`config.mk`:
```
export PLATFORM = sky130hd
export DESIGN_NAME = hazard_detection_unit
export DESIGN_NICKNAME = d
export VERILOG_FILES = /design/src/rtl/hazard_detection_unit_pkg.sv /design/src/rtl/hazard_detection_unit_sat_counter.sv /design/src/rtl/hazard_detection_unit.sv
export SDC_FILE = /design/constraint.sdc
export NUM_CORES = 1
export LEC_CHECK = 0
export CAP_MARGIN = 20
export CORE_ASPECT_RATIO = 2
export CORE_UTILIZATION = 44
export DETAILED_ROUTE_END_ITERATION = 10
export PLACE_DENSITY = 0.79
export SKIP_CTS_REPAIR_TIMING = 1
export SLEW_MARGIN = 20
export SYNTH_ARGS = -nofsm -noshare
export SYNTH_HDL_FRONTEND = slang
export SYNTH_SLANG_ARGS = --single-unit
```
`constraint.sdc`:
```
create_clock -name clk -period 2.3 [get_ports clk]
set_input_delay 0.345 -clock clk [delete_from_list [all_inputs] [get_ports clk]]
set_output_delay 0.345 -clock clk [all_outputs]
set_load 0.02 [all_outputs]
```
`src/rtl/hazard_detection_unit_pkg.sv`:
```
// rtl/hazard_detection_unit_pkg.sv - shared constants and FSM encoding for the ID-stage hazard unit
package hazard_detection_unit_pkg;

  localparam int REG_ADDR_W = 5;
  localparam int ZERO_REG   = 0;

  typedef logic [1:0] state_t;

  localparam logic [1:0] ST_RUN        = 2'd0;
  localparam logic [1:0] ST_LOAD_STALL = 2'd1;
  localparam logic [1:0] ST_FLUSH      = 2'd2;
  localparam logic [1:0] ST_MEM_WAIT   = 2'd3;

endpackage

```
`src/rtl/hazard_detection_unit_sat_counter.sv`:
```
// rtl/hazard_detection_unit_sat_counter.sv - saturating up-counter with synchronous active-low clear
module sat_counter #(
  parameter int W = 16
) (
  input  logic         clk,
  input  logic         clr_n,
  input  logic         inc,
  output logic [W-1:0] count
);

  logic [W-1:0] count_q;
  logic [W-1:0] count_d;

  always_comb begin
    count_d = count_q;
    if (inc && (count_q != {W{1'b1}})) begin
      count_d = count_q + 1'b1;
    end
  end

  always_ff @(posedge clk) begin
    if (!clr_n) begin
      count_q <= '0;
    end else begin
      count_q <= count_d;
    end
  end

  assign count = count_q;

endmodule

```
`src/rtl/hazard_detection_unit.sv`:
```
// rtl/hazard_detection_unit.sv - load-use bubble, branch flush and memory freeze control for the ID stage
module hazard_detection_unit #(
  parameter int REG_ADDR_W   = hazard_detection_unit_pkg::REG_ADDR_W,
  parameter int FLUSH_CYCLES = 1,
  parameter int CNT_W        = 16
) (
  input  logic                  clk,
  input  logic                  rst_n,
  input  logic                  id_ex_mem_read,
  input  logic [REG_ADDR_W-1:0] id_ex_rt,
  input  logic [REG_ADDR_W-1:0] if_id_rs,
  input  logic [REG_ADDR_W-1:0] if_id_rt,
  input  logic                  if_id_uses_rt,
  input  logic                  branch_taken,
  input  logic                  mem_busy,
  output logic                  ctrl_sel_n,
  output logic                  pc_write,
  output logic                  if_id_write,
  output logic                  if_id_flush,
  output logic                  pipe_freeze,
  output logic [CNT_W-1:0]      stall_count
);

  import hazard_detection_unit_pkg::*;

  localparam logic [1:0] FLUSH_INIT = 2'(FLUSH_CYCLES - 1);

  state_t     state_q, state_d;
  logic [1:0] flush_cnt_q, flush_cnt_d;
  logic       lu;
  logic       flush_pending;

  always_comb begin
    lu = id_ex_mem_read && (id_ex_rt != REG_ADDR_W'(ZERO_REG)) &&
         ((id_ex_rt == if_id_rs) || (if_id_uses_rt && (id_ex_rt == if_id_rt)));
    // A freeze that interrupted a flush resumes it in the very cycle mem_busy drops,
    // so the wrong-path instruction held in IF/ID is never passed on.
    flush_pending = ((state_q == ST_FLUSH) || (state_q == ST_MEM_WAIT)) && (flush_cnt_q != 2'd0);

    ctrl_sel_n  = 1'b1;
    pc_write    = 1'b1;
    if_id_write = 1'b1;
    if_id_flush = 1'b0;
    pipe_freeze = 1'b0;
    state_d     = ST_RUN;
    flush_cnt_d = flush_cnt_q;

    if (!rst_n) begin
      flush_cnt_d = 2'd0;
    end else if (mem_busy) begin
      pipe_freeze = 1'b1;
      pc_write    = 1'b0;
      if_id_write = 1'b0;
      state_d     = ST_MEM_WAIT;
    end else if (branch_taken || flush_pending) begin
      if_id_flush = 1'b1;
      ctrl_sel_n  = 1'b0;
      flush_cnt_d = branch_taken ? FLUSH_INIT : (flush_cnt_q - 2'd1);
      state_d     = (flush_cnt_d != 2'd0) ? ST_FLUSH : ST_RUN;
    end else if (lu) begin
      ctrl_sel_n  = 1'b0;
      pc_write    = 1'b0;
      if_id_write = 1'b0;
      state_d     = ST_LOAD_STALL;
    end
  end

  always_ff @(posedge clk) begin
    if (!rst_n) begin
      state_q     <= ST_RUN;
      flush_cnt_q <= 2'd0;
    end else begin
      state_q     <= state_d;
      flush_cnt_q <= flush_cnt_d;
    end
  end

  sat_counter #(
    .W(CNT_W)
  ) u_stall_cnt (
    .clk  (clk),
    .clr_n(rst_n),
    .inc  (~ctrl_sel_n | pipe_freeze),
    .count(stall_count)
  );

endmodule
```
==> parameters.txt, run 1 <==
Parameter                              Value

Drt
  Vias per std cell    around 5.9
  DRC violations left    0
  Count of TritonRoute iterations in the first routing pass    4
  Detailed router's first-iteration violation count    45
  Count of vias placed by the detailed router    1341
  Wirelength per Cell    between 15 and 20 um
  Total wire length    roughly 3600 um
  Residual antenna-violating net count after detailed routing    0

Outcome
  Outcome    completed

Place
  Final weighted congestion in routability-driven placement    0.730
  PortBufs    41
  Dpl ws    -0.536 ns
  Placed cell count    ~220
  HPWL after detailed placement    2760 um

Global route
  Initial antenna violation count    0
  Wire length of the first global-routing pass    5460 um
  Gr ovfl total    0
  Total routing resource utilization after global routing    a little over a quarter
  Via count of the first global-routing pass    1341
  Largest net degree at the start of global routing    15

Cells and area
  Most frequent cells in the layout    34 x sky130_fd_sc_hd__clkdlybuf4s50_1, 19 x sky130_fd_sc_hd__dfxtp_1, 18 x sky130_fd_sc_hd__buf_4
  Leading cell type in the layout, fill and taps excluded    sky130_fd_sc_hd__clkdlybuf4s50_1
  Number of standard cells in the final layout excluding fillers    229
  # diodes    0
  Ratio of cells with drive above 1 in the final layout    15.4%
  Count of nets after finishing    225
  Count of filler cells inserted in the layout    roughly 240
  Synthesis-to-finish area growth    52.8%
  Final Core Density    71.0%

Clock network
  Inserted Clock Buffers    3
  TritonCTS clock tree    done
  Htree depth    1
  CTS Root Buffer Type    sky130_fd_sc_hd__clkbuf_8
  Largest buffer count on any clock path    2
  Clock input transition at the sequential cells of the worst setup and hold paths    0.07 ns
  Number of sinks handled by clock tree synthesis    19
  Insertion delay of the later-clocked pin in the worst-skew pair    0.26 ns

Setup path
  Worst path arrival time    2.47 ns
  Kind of critical path    in2reg
  Worst Path Required    2.50 ns
  Type of origin of the critical path    primary input
  Number of cells on the worst reg-to-reg path    6
  Setup crit end kind    flip-flop
  Crit-path max FO    4

STA
  Setup repair after global routing missed its margin    yes
  Final setup violation count    0
  Final Hold Vio Count    0
  Final clock period utilization by the worst path    98.4%
  Max Clock Skew    0.00117 ns
  Worst Max-Slew Pin Slew    0.523 ns
  Final max-slew violation count    0
  Final worst slack    approximately 0.038 ns
  Final critical-path required period    between 2 and 2.5 ns
  Remaining max-slew budget at the tightest pin    64.9%
  F_max    between 0.4 and 0.5 GHz

Floorplan
  Core Footprint    2540 um^2
  Die Footprint    2900 um^2
  Starting density of the core    between 40% and 50%
  Ports    between 40 and 50
  Floorplan row count    26
  Die extent in x    ~39 um
  Chip Height    75.2 um

Synthesis
  Net count of the mapped netlist    between 150 and 200
  Unique masters post-synth    37
  Count of flip-flops with a built-in enable after synthesis    0
  Synthesized netlist cell count    145
  Most instantiated flip-flop cell in the synthesis netlist    sky130_fd_sc_hd__dfxtp_1
  Share of async-settable or async-resettable flops after synthesis    0%
  Sequential share of the synthesized area    32.3%
  Syn Std Cell Area    1180 um^2
  Flops & latches, synth    19
  Avg Synthesized Cell Area    8.13 um^2
  Yosys synthesis warning count    0

Min path
  Path class of the lowest-slack min-delay path    reg2reg
  WHS Path Cells    2

Power
  Leakage power total    0.648 nW
  Areal power density over the cells    410 nW/um^2
  Worst supply voltage drop on vdd    404 uV

Run
  Number of max-capacitance violations reported    0
-- flip-flops by register name, summed over array words and instances, names as in the netlist --
signal,flops
state_q,1
u_stall_cnt.count,16
flush_cnt_q,2
-- per-layer routing --
layer	up-vias	wire [um]	global-route usage (%)
met2	44	2090	53.5
met5	-	0	0
met3	11	170	2.36
li1	645	-	-
met4	0	116	14.6
met1	641	1220	22.1
-- Yosys cell counts (2+ instances only) --
| master | n | area (um^2) |
|---|---|---|
| sky130_fd_sc_hd__a21oi_1 | 14 | 70.1 |
| sky130_fd_sc_hd__buf_2 | 2 | 10.0 |
| sky130_fd_sc_hd__clkbuf_1 | 3 | 11.3 |
| sky130_fd_sc_hd__dfxtp_1 | 19 | 380 |
| sky130_fd_sc_hd__ha_1 | 2 | 25.0 |
| sky130_fd_sc_hd__inv_1 | 10 | 37.5 |
| sky130_fd_sc_hd__mux2i_1 | 3 | 30.0 |
| sky130_fd_sc_hd__nand2_1 | 14 | 52.6 |
| sky130_fd_sc_hd__nand2b_1 | 2 | 12.5 |
| sky130_fd_sc_hd__nand3_1 | 4 | 20.0 |
| sky130_fd_sc_hd__nand4_1 | 4 | 25.0 |
| sky130_fd_sc_hd__nor2_1 | 12 | 45.0 |
| sky130_fd_sc_hd__nor3_1 | 4 | 20.0 |
| sky130_fd_sc_hd__o21ai_0 | 4 | 20.0 |
| sky130_fd_sc_hd__o311ai_0 | 3 | 26.3 |
| sky130_fd_sc_hd__o31ai_1 | 6 | 45.0 |
| sky130_fd_sc_hd__o41ai_1 | 3 | 26.3 |
| sky130_fd_sc_hd__or3_1 | 4 | 25.0 |
| sky130_fd_sc_hd__or4_1 | 5 | 37.5 |
| sky130_fd_sc_hd__xnor2_1 | 10 | 87.6 |
-- logic make-up (layout without fill, tap and decap cells) --
group	count (synthesis)	count (layout)	synth area share, %
adder cells (fa/ha/maj)	2	2	2.12
flip-flops	19	19	32.3
XOR/XNOR	10	10	7.43
AO/OA/AOI/OAI	38	38	24.3
buffers and inverters	16	72	5.63
AND/OR/NAND/NOR	57	57	25.7
multiplexers	3	3	2.55
-- final cells by class --
| class | instances | area [um^2] | share of cell area (%) |
|---|---|---|---|
| Multi-Input combinational cell | 110 | 753 | 41.8 |
| Timing Repair Buffer | 58 | 549 | 30.5 |
| Sequential cell | 19 | 380 | 21.1 |
| Clock buffer | 4 | 45.0 | 2.50 |
| Inverter | 10 | 37.5 | 2.08 |
| Tap cell | 28 | 35.0 | 1.95 |
-- final timing paths --
| path | startpoint | to | slack (ns) |
|---|---|---|---|
| max reg2reg | u_stall_cnt.count[6]$_SDFFE_PN0P_ | u_stall_cnt.count[13]$_SDFFE_PN0P_ | 0.07 |
| min | u_stall_cnt.count[15]$_SDFFE_PN0P_ | u_stall_cnt.count[15]$_SDFFE_PN0P_ | 0.49 |
| min reg2reg | u_stall_cnt.count[15]$_SDFFE_PN0P_ | u_stall_cnt.count[15]$_SDFFE_PN0P_ | 0.49 |
| max | id_ex_rt[4] | u_stall_cnt.count[13]$_SDFFE_PN0P_ | 0.04 |
-- worst max-delay path, stage by stage --
cell and delay, ns:
sky130_fd_sc_hd__clkdlybuf4s50_1 0.45, sky130_fd_sc_hd__buf_4 0.16, sky130_fd_sc_hd__xnor2_1 0.15, sky130_fd_sc_hd__nand4_1 0.16, sky130_fd_sc_hd__o22ai_4 0.20, sky130_fd_sc_hd__buf_4 0.15, sky130_fd_sc_hd__buf_4 0.10, sky130_fd_sc_hd__a41oi_4 0.14
sky130_fd_sc_hd__or4b_1 0.51, sky130_fd_sc_hd__nand2_1 0.09
-- power by group --
group          internal (mW)  switching (mW)  leakage (nW)
clock                  0.123           0.111        0.0228
sequential             0.335         0.00473         0.154
combinational         0.0860          0.0783         0.471
-- stage by stage --
stage	power [mW]	hold WS, ns	TNS (ns)	cell area [um^2]
2_1_floorplan	0.422	0.522	0	1180
3_3_place_gp	0.501	0.469	-2.85	1720
3_5_place_dp	0.508	0.485	-3.86	1720
4_1_cts	0.738	0.494	-1.60	1760
5_1_grt	0.765	0.510	-0.0906	1800
6_report	0.738	0.489	0	1800
Note: power is estimated with default switching activity, not from simulation.
==> inputs of run 2 (changes only) <==
--- a/config.mk
+++ b/config.mk
@@ -5,6 +5,7 @@
 export SDC_FILE = /design/constraint.sdc
 export NUM_CORES = 1
 export LEC_CHECK = 0
+export ABC_CLOCK_PERIOD_IN_PS = 2300
 export CAP_MARGIN = 20
 export CORE_ASPECT_RATIO = 2
 export CORE_UTILIZATION = 44
==> results of run 2 <==
The final DEF is identical to that of run 1; final timing and power are the same.
